File: config.mk
export PLATFORM = sky130hd
export DESIGN_NAME = pulse_sync_feeder
export DESIGN_NICKNAME = d
export VERILOG_FILES = /design/src/rtl/pulse_sync_pkg.sv /design/src/rtl/pulse_sync_feeder_cnt.sv /design/src/rtl/pulse_sync_feeder.sv
export SDC_FILE = /design/constraint.sdc
export NUM_CORES = 1
export LEC_CHECK = 0
export CORE_ASPECT_RATIO = 1.2
export CORE_UTILIZATION = 38
export CTS_BUF_LIST = sky130_fd_sc_hd__clkbuf_8
export DETAILED_ROUTE_END_ITERATION = 16
export PLACE_DENSITY_LB_ADDON = 0.15
export SLEW_MARGIN = 20
export SYNTH_ARGS = -nofsm -noshare
export SYNTH_HDL_FRONTEND = slang
export SYNTH_HIERARCHICAL = 1
export SYNTH_SLANG_ARGS = --single-unit
File: constraint.sdc
create_clock -name clk_a -period 2.38 [get_ports clk_a]
set_clock_uncertainty 0.15 [all_clocks]
set_input_delay 0.357 -clock clk_a [delete_from_list [all_inputs] [get_ports clk_a]]
set_output_delay 0.357 -clock clk_a [all_outputs]
set_load 0.005 [all_outputs]
File: src/rtl/pulse_sync_pkg.sv
// pulse_sync_pkg
// Shared definitions for the pulse_sync crossing and its source-side feeder.
//   - FSM state encoding of pulse_sync_feeder (state_t / ST_*)
//   - ACK_TO_DEF: default number of cycles to wait for busy after an issue
package pulse_sync_pkg;

  typedef logic [1:0] state_t;

  localparam state_t ST_IDLE      = 2'd0;
  localparam state_t ST_ISSUE     = 2'd1;
  localparam state_t ST_WAIT_BUSY = 2'd2;
  localparam state_t ST_WAIT_DONE = 2'd3;

  localparam int ACK_TO_DEF = 16;

endpackage

File: src/rtl/pulse_sync_feeder_cnt.sv
// sat_up_down_cnt
// Width-parameterized saturating up/down counter.
//   clk, rst_n : clock, asynchronous active-low reset
//   inc        : count up by one (held at all-ones, ovf_stb raised instead)
//   dec        : count down by one (held at zero)
//   cnt        : current count
//   ovf_stb    : combinational strobe, high in a cycle where an increment is
//                dropped because the counter is saturated
// inc and dec together leave the count unchanged and never overflow.
module sat_up_down_cnt #(
  parameter int W = 4
) (
  input  logic         clk,
  input  logic         rst_n,
  input  logic         inc,
  input  logic         dec,
  output logic [W-1:0] cnt,
  output logic         ovf_stb
);

  localparam logic [W-1:0] MAX = '1;

  logic [W-1:0] cnt_nxt;

  always_comb begin
    cnt_nxt = cnt;
    ovf_stb = 1'b0;
    if (inc && !dec) begin
      if (cnt == MAX) ovf_stb = 1'b1;
      else            cnt_nxt = cnt + W'(1);
    end else if (dec && !inc && (cnt != '0)) begin
      cnt_nxt = cnt - W'(1);
    end
  end

  always_ff @(posedge clk or negedge rst_n) begin
    if (!rst_n) cnt <= '0;
    else        cnt <= cnt_nxt;
  end

endmodule

File: src/rtl/pulse_sync_feeder.sv
// pulse_sync_feeder
// Source-side driver for the pulse_sync crossing, entirely in clk_a.
// Event strobes are counted in a saturating pending counter and issued one
// at a time as single-cycle sig_a pulses, paced by the busy handshake.
//   clk_a     : clock (rising edge)
//   rst_n     : asynchronous active-low reset
//   ev_in     : event strobe, one event per high cycle
//   busy      : from pulse_sync, high while a crossing is in flight
//   clr_err   : synchronous clear of ovf / to_err (a same-cycle set wins)
//   sig_a     : registered single-cycle issue pulse to pulse_sync
//   pending   : events accepted but not yet issued
//   idle      : FSM in IDLE and nothing pending
//   ovf       : sticky, an event was dropped at saturation
//   to_err    : sticky, busy did not rise within ACK_TO cycles of an issue
//   dbg_state : current FSM state (ST_* encoding from pulse_sync_pkg)
//
// Handshake: an issue (sig_a high for one cycle) is only started while busy
// is low; busy must then rise within ACK_TO cycles and the next issue waits
// until busy has fallen again, so pulse_sync never sees a pulse during its
// dead time. A missing busy response is abandoned and the event is treated
// as consumed.
module pulse_sync_feeder
  import pulse_sync_pkg::*;
#(
  parameter int CNT_W  = 4,
  parameter int ACK_TO = ACK_TO_DEF
) (
  input  logic             clk_a,
  input  logic             rst_n,
  input  logic             ev_in,
  input  logic             busy,
  input  logic             clr_err,
  output logic             sig_a,
  output logic [CNT_W-1:0] pending,
  output logic             idle,
  output logic             ovf,
  output logic             to_err,
  output logic [1:0]       dbg_state
);

  localparam int TO_W = (ACK_TO > 2) ? $clog2(ACK_TO) : 1;
  localparam logic [TO_W-1:0] TO_LAST = TO_W'(ACK_TO - 1);

  state_t          state;
  state_t          state_nxt;
  logic [TO_W-1:0] to_cnt;
  logic            issue_dec;
  logic            to_set;
  logic            ovf_stb;

  sat_up_down_cnt #(.W(CNT_W)) u_pending (
    .clk     (clk_a),
    .rst_n   (rst_n),
    .inc     (ev_in),
    .dec     (issue_dec),
    .cnt     (pending),
    .ovf_stb (ovf_stb)
  );

  always_comb begin
    state_nxt = state;
    issue_dec = 1'b0;
    to_set    = 1'b0;
    case (state)
      ST_IDLE: begin
        if ((pending != '0) && !busy) begin
          state_nxt = ST_ISSUE;
          issue_dec = 1'b1;
        end
      end
      ST_ISSUE: state_nxt = ST_WAIT_BUSY;
      ST_WAIT_BUSY: begin
        if (busy) begin
          state_nxt = ST_WAIT_DONE;
        end else if (to_cnt == TO_LAST) begin
          state_nxt = ST_IDLE;
          to_set    = 1'b1;
        end
      end
      ST_WAIT_DONE: begin
        if (!busy) state_nxt = ST_IDLE;
      end
      default: state_nxt = ST_IDLE;
    endcase
  end

  always_ff @(posedge clk_a or negedge rst_n) begin
    if (!rst_n) begin
      state <= ST_IDLE;
      sig_a <= 1'b0;
    end else begin
      state <= state_nxt;
      // Flopped copy of "next state is ISSUE" so sig_a is a clean register
      // output that tracks the ISSUE state exactly.
      sig_a <= (state_nxt == ST_ISSUE);
    end
  end

  // Timeout counter: cleared while issuing so it starts at 0 on entry to
  // WAIT_BUSY, then counts each WAIT_BUSY cycle up to TO_LAST.
  always_ff @(posedge clk_a or negedge rst_n) begin
    if (!rst_n) begin
      to_cnt <= '0;
    end else if (state == ST_ISSUE) begin
      to_cnt <= '0;
    end else if ((state == ST_WAIT_BUSY) && (to_cnt != TO_LAST)) begin
      to_cnt <= to_cnt + TO_W'(1);
    end
  end

  always_ff @(posedge clk_a or negedge rst_n) begin
    if (!rst_n) begin
      ovf    <= 1'b0;
      to_err <= 1'b0;
    end else begin
      if (ovf_stb)      ovf <= 1'b1;
      else if (clr_err) ovf <= 1'b0;
      if (to_set)       to_err <= 1'b1;
      else if (clr_err) to_err <= 1'b0;
    end
  end

  assign idle      = (state == ST_IDLE) && (pending == '0);
  assign dbg_state = state;

endmodule
==> summary.md <==
| Metric | Value |
|---|---|
| Global-route wire length before repair | between 2 and 2.5 mm |
| Final setup violation count | 0 |
| All-layer global routing usage | 15.5% |
| Yosys top cell area share | a little over two fifths |
| Layout cells sized above 1 | 23.1% |
| Crit path capture type | flop |
| Initial Utilization | slightly above 40% |
| CTS H-tree depth | 1 |
| Synth Net Count | 75 |
| GP Congestion | around 0.72 |
| Internal power | 0.000781 W |
| CTS tree | done |
| Number of synthesized flops with an enable pin | 0 |
| Actual slew at the worst max-slew pin | 603 ps |
| Final worst path period share | about 94% |
| DP HPWL | 1.16 mm |
| Hold Fails Final Rpt | 0 |
| Area Growth Syn to Fin | 35.9% |
| Grt met2 use | a little over a quarter |
| Switching pwr | about 0.00043 W |
| Sequential Power Share | approximately 32% |
| Comb pwr share | 51.8% |
| Critical path required time | roughly 2400 ps |
| Place WS | -113 ps |
| Met3 Track Usage GR | approximately 3.6% |
| Detail Route Antenna Nets | 0 |
| DR DRC count | 0 |
| Vias | 584 |
| Worst-path cell chain | clkdlybuf4s50_1, nor4_1, nand2b_1, ha_1, a21o_2, a21oi_1, mux2i_1, xor2_1 |
| PD cells | between 1000 and 1500 mW/mm^2 |
| Setup bufs post-CTS | 0 |
| Antenna diodes | 0 |
| Buffer levels on the longest clock path | 2 |
| Largest net degree at the start of global routing | 14 |
| Synth Instances | 66 |
| Largest cells by area after synthesis | dfrtp_1 (44%), ha_1 (5.1%), a21oi_1 (4.0%), mux2_4 (4.0%), xor2_1 (3.5%) |
| Worst Path Max Fanout | 2 |
| Worst-Skew Late Latency | 240 ps |
| Grt met1 use | around 18% |
| Max Transition Viols Final | 0 |
| Dpl cell area | 955 um^2 |
| Rel. slew slack | about 60% |
| I/O pins | 15 |
| Post-route cell area | 0.00101 mm^2 |
| Sw Share | between 30% and 40% |
| Startpoint Class | input pin |
| Initial antenna violation count | 0 |
| Sequential-to-total area share from yosys stat | about 44% |
| Die area | 0.00213 mm^2 |
| Total Wirelength | around 1.5 mm |
| Final min period | approximately 2200 ps |
| Top FF cell, synth | dfrtp_1 |
| Clock-pin transition on the worst setup and hold timing paths | about 60 ps |
| Nets | between 100 and 150 |
| Global route hottest layer | met2 |
| Root Driver | clkbuf_8 |
| Synth Warn # | 6 |
| DR pass1 iterations | 4 |
| Flops & latches, synth | 13 |
| Avg Inst Size Synth | between 10 and 15 um^2 |
| Vias in the first global route | approximately 560 |
| Vias/cell | between 5 and 6 |
| Unrepaired setup endpoints after global routing | false |
| Worst Path Arrival | 2250 ps |
| I/O Buffers | 14 |
| Iteration-0 DRC Markers | 8 |
| Power consumption | about 0.0012 W |
| Core ar. | 0.00183 mm^2 |
| Asr flop ratio synth | 100% |
| Slowest-stage cell, CP | clkdlybuf4s50_1 |
| # hold bufs at CTS | 0 |
| FILL cells | about 180 |
| Outcome | complete, no violations |
| Fmax | about 450 MHz |
| Post-Synthesis Cell Area | about 740 um^2 |
| Maximum vdd drop | slightly above 0.6 mV |
| Max-cap violation count | 0 |
| Routed wire length per instance | 13.7 um |
| Die Y | around 50 um |
| Num rows | 17 |
| Setup CP Type | in2reg |
| Worst Hold Class | in2async |
| Die X | 42.3 um |
| Yosys cell types | 34 |
| CTS buffer count | 3 |
| Clock Sinks | 13 |
| Synth area leader | dfrtp_1 |
| Slowest cell delay on critical path | between 400 and 500 ps |
| Clock share of power | ~16% |
| LEAKAGE | around 0.46 nW |
| Final worst setup slack | 145 ps |
| Gr ovfl total | 0 |
-- state kept, by name (all words and copies together), names as in the netlist --
| signal | count |
|---|---|
| sig_a | 1 |
| to_err | 1 |
| u_pending/cnt | 4 |
| dbg_state | 2 |
| ovf | 1 |
| to_cnt | 4 |
-- layout by cell type (no fill, tap or decap), types with 2 or more instances in the layout --
cell type,instances
nor2_1,2
nor4_1,2
clkdlybuf4s50_1,14
nand2_1,3
a21oi_1,6
ha_1,3
buf_4,9
inv_1,4
xor2_1,3
and2_1,2
dfrtp_1,13
nand2b_1,2
clkbuf_8,3
a21o_1,2
nor3b_1,2
mux2_4,2
-- what timing repair did --
action                                  4_1_cts  5_1_grt
endpoints found under the setup margin        0        1
hold endpoints to repair                      0        0
resized for setup                             0        1
-- synth_stat cells, drive strengths merged, types with 3 or more instances --
library cell  number
dfrtp             13
a21oi              6
nand2              4
a21o               3
ha                 3
inv                3
nand2b             3
nor4               3
xor2               3
-- power by group through the flow --
stage / Sequential [W] / Combinational (W) / Clock [W]
floorplan: 0.000403 / 0.000345 / 0
global placement: 0.000377 / 0.000624 / 0
detailed placement: 0.000379 / 0.000631 / 0
CTS: 0.000376 / 0.000634 / 0.000197
global route: 0.000397 / 0.000684 / 0.000208
finish: 0.000388 / 0.000625 / 0.000193
-- final cells by class --
class                   instances  area [um^2]  area share, %
multi-input cells              48          395           39.2
flip-flops and latches         13          325           32.3
repair buffers                 23          208           20.6
clock buffers                   3         41.3           4.09
well taps                      19         23.8           2.36
inverters                       3         11.3           1.12
clock inverters                 1         3.75          0.372
-- layer usage --
metal / share of wire, % / vias up
met5: 0 / -
met4: 1.1 / 0
met3: 3.1 / 2
met2: 52 / 10
met1: 44 / 280
li1: - / 292
-- critical path, delay by kind of cell --
family	cells	cell delay [ps]
multiplexers	1	230
XOR/XNOR	1	150
buffers and inverters	1	420
AO/OA/AOI/OAI	2	370
AND/OR/NAND/NOR	2	500
adder cells (fa/ha/maj)	1	230
-- logic make-up after synthesis --
kind of cell    synth area share, %
simple gates                   21.2
compound gates                 14.2
flops                          43.8
buf+inv                        4.05
fa+ha+maj                      7.76
xor+xnor                       3.54
mux                            5.40
-- metrics by stage --
step / hold WS (ps) / util, % / TNS [ps] / std cells
after floorplan: -88.6 / - / 0 / 66
after global placement: 314 / 52.2 / -30.4 / 106
after detailed placement: 358 / 52.2 / -113 / 106
after CTS: 371 / 54.7 / 0 / 110
final: 344 / 55.1 / 0 / 110
after global routing: 380 / 55.1 / 0 / 110
-- path summary, 6_finish.rpt --
path,slack (ps),from,endpoint,cells past startpoint
worst max-delay path,150,busy,u_pending/cnt[3],8
worst min-delay path,340,rst_n,sig_a,1
worst max register to register,170,u_pending/cnt[1],u_pending/cnt[3],8
worst min register to register,360,ovf,ovf,1
max in group asynchronous,1340,rst_n,ovf,1
min in group clk_a,360,ovf,ovf,1
No activity file was read; power rests on OpenSTA's default activity.
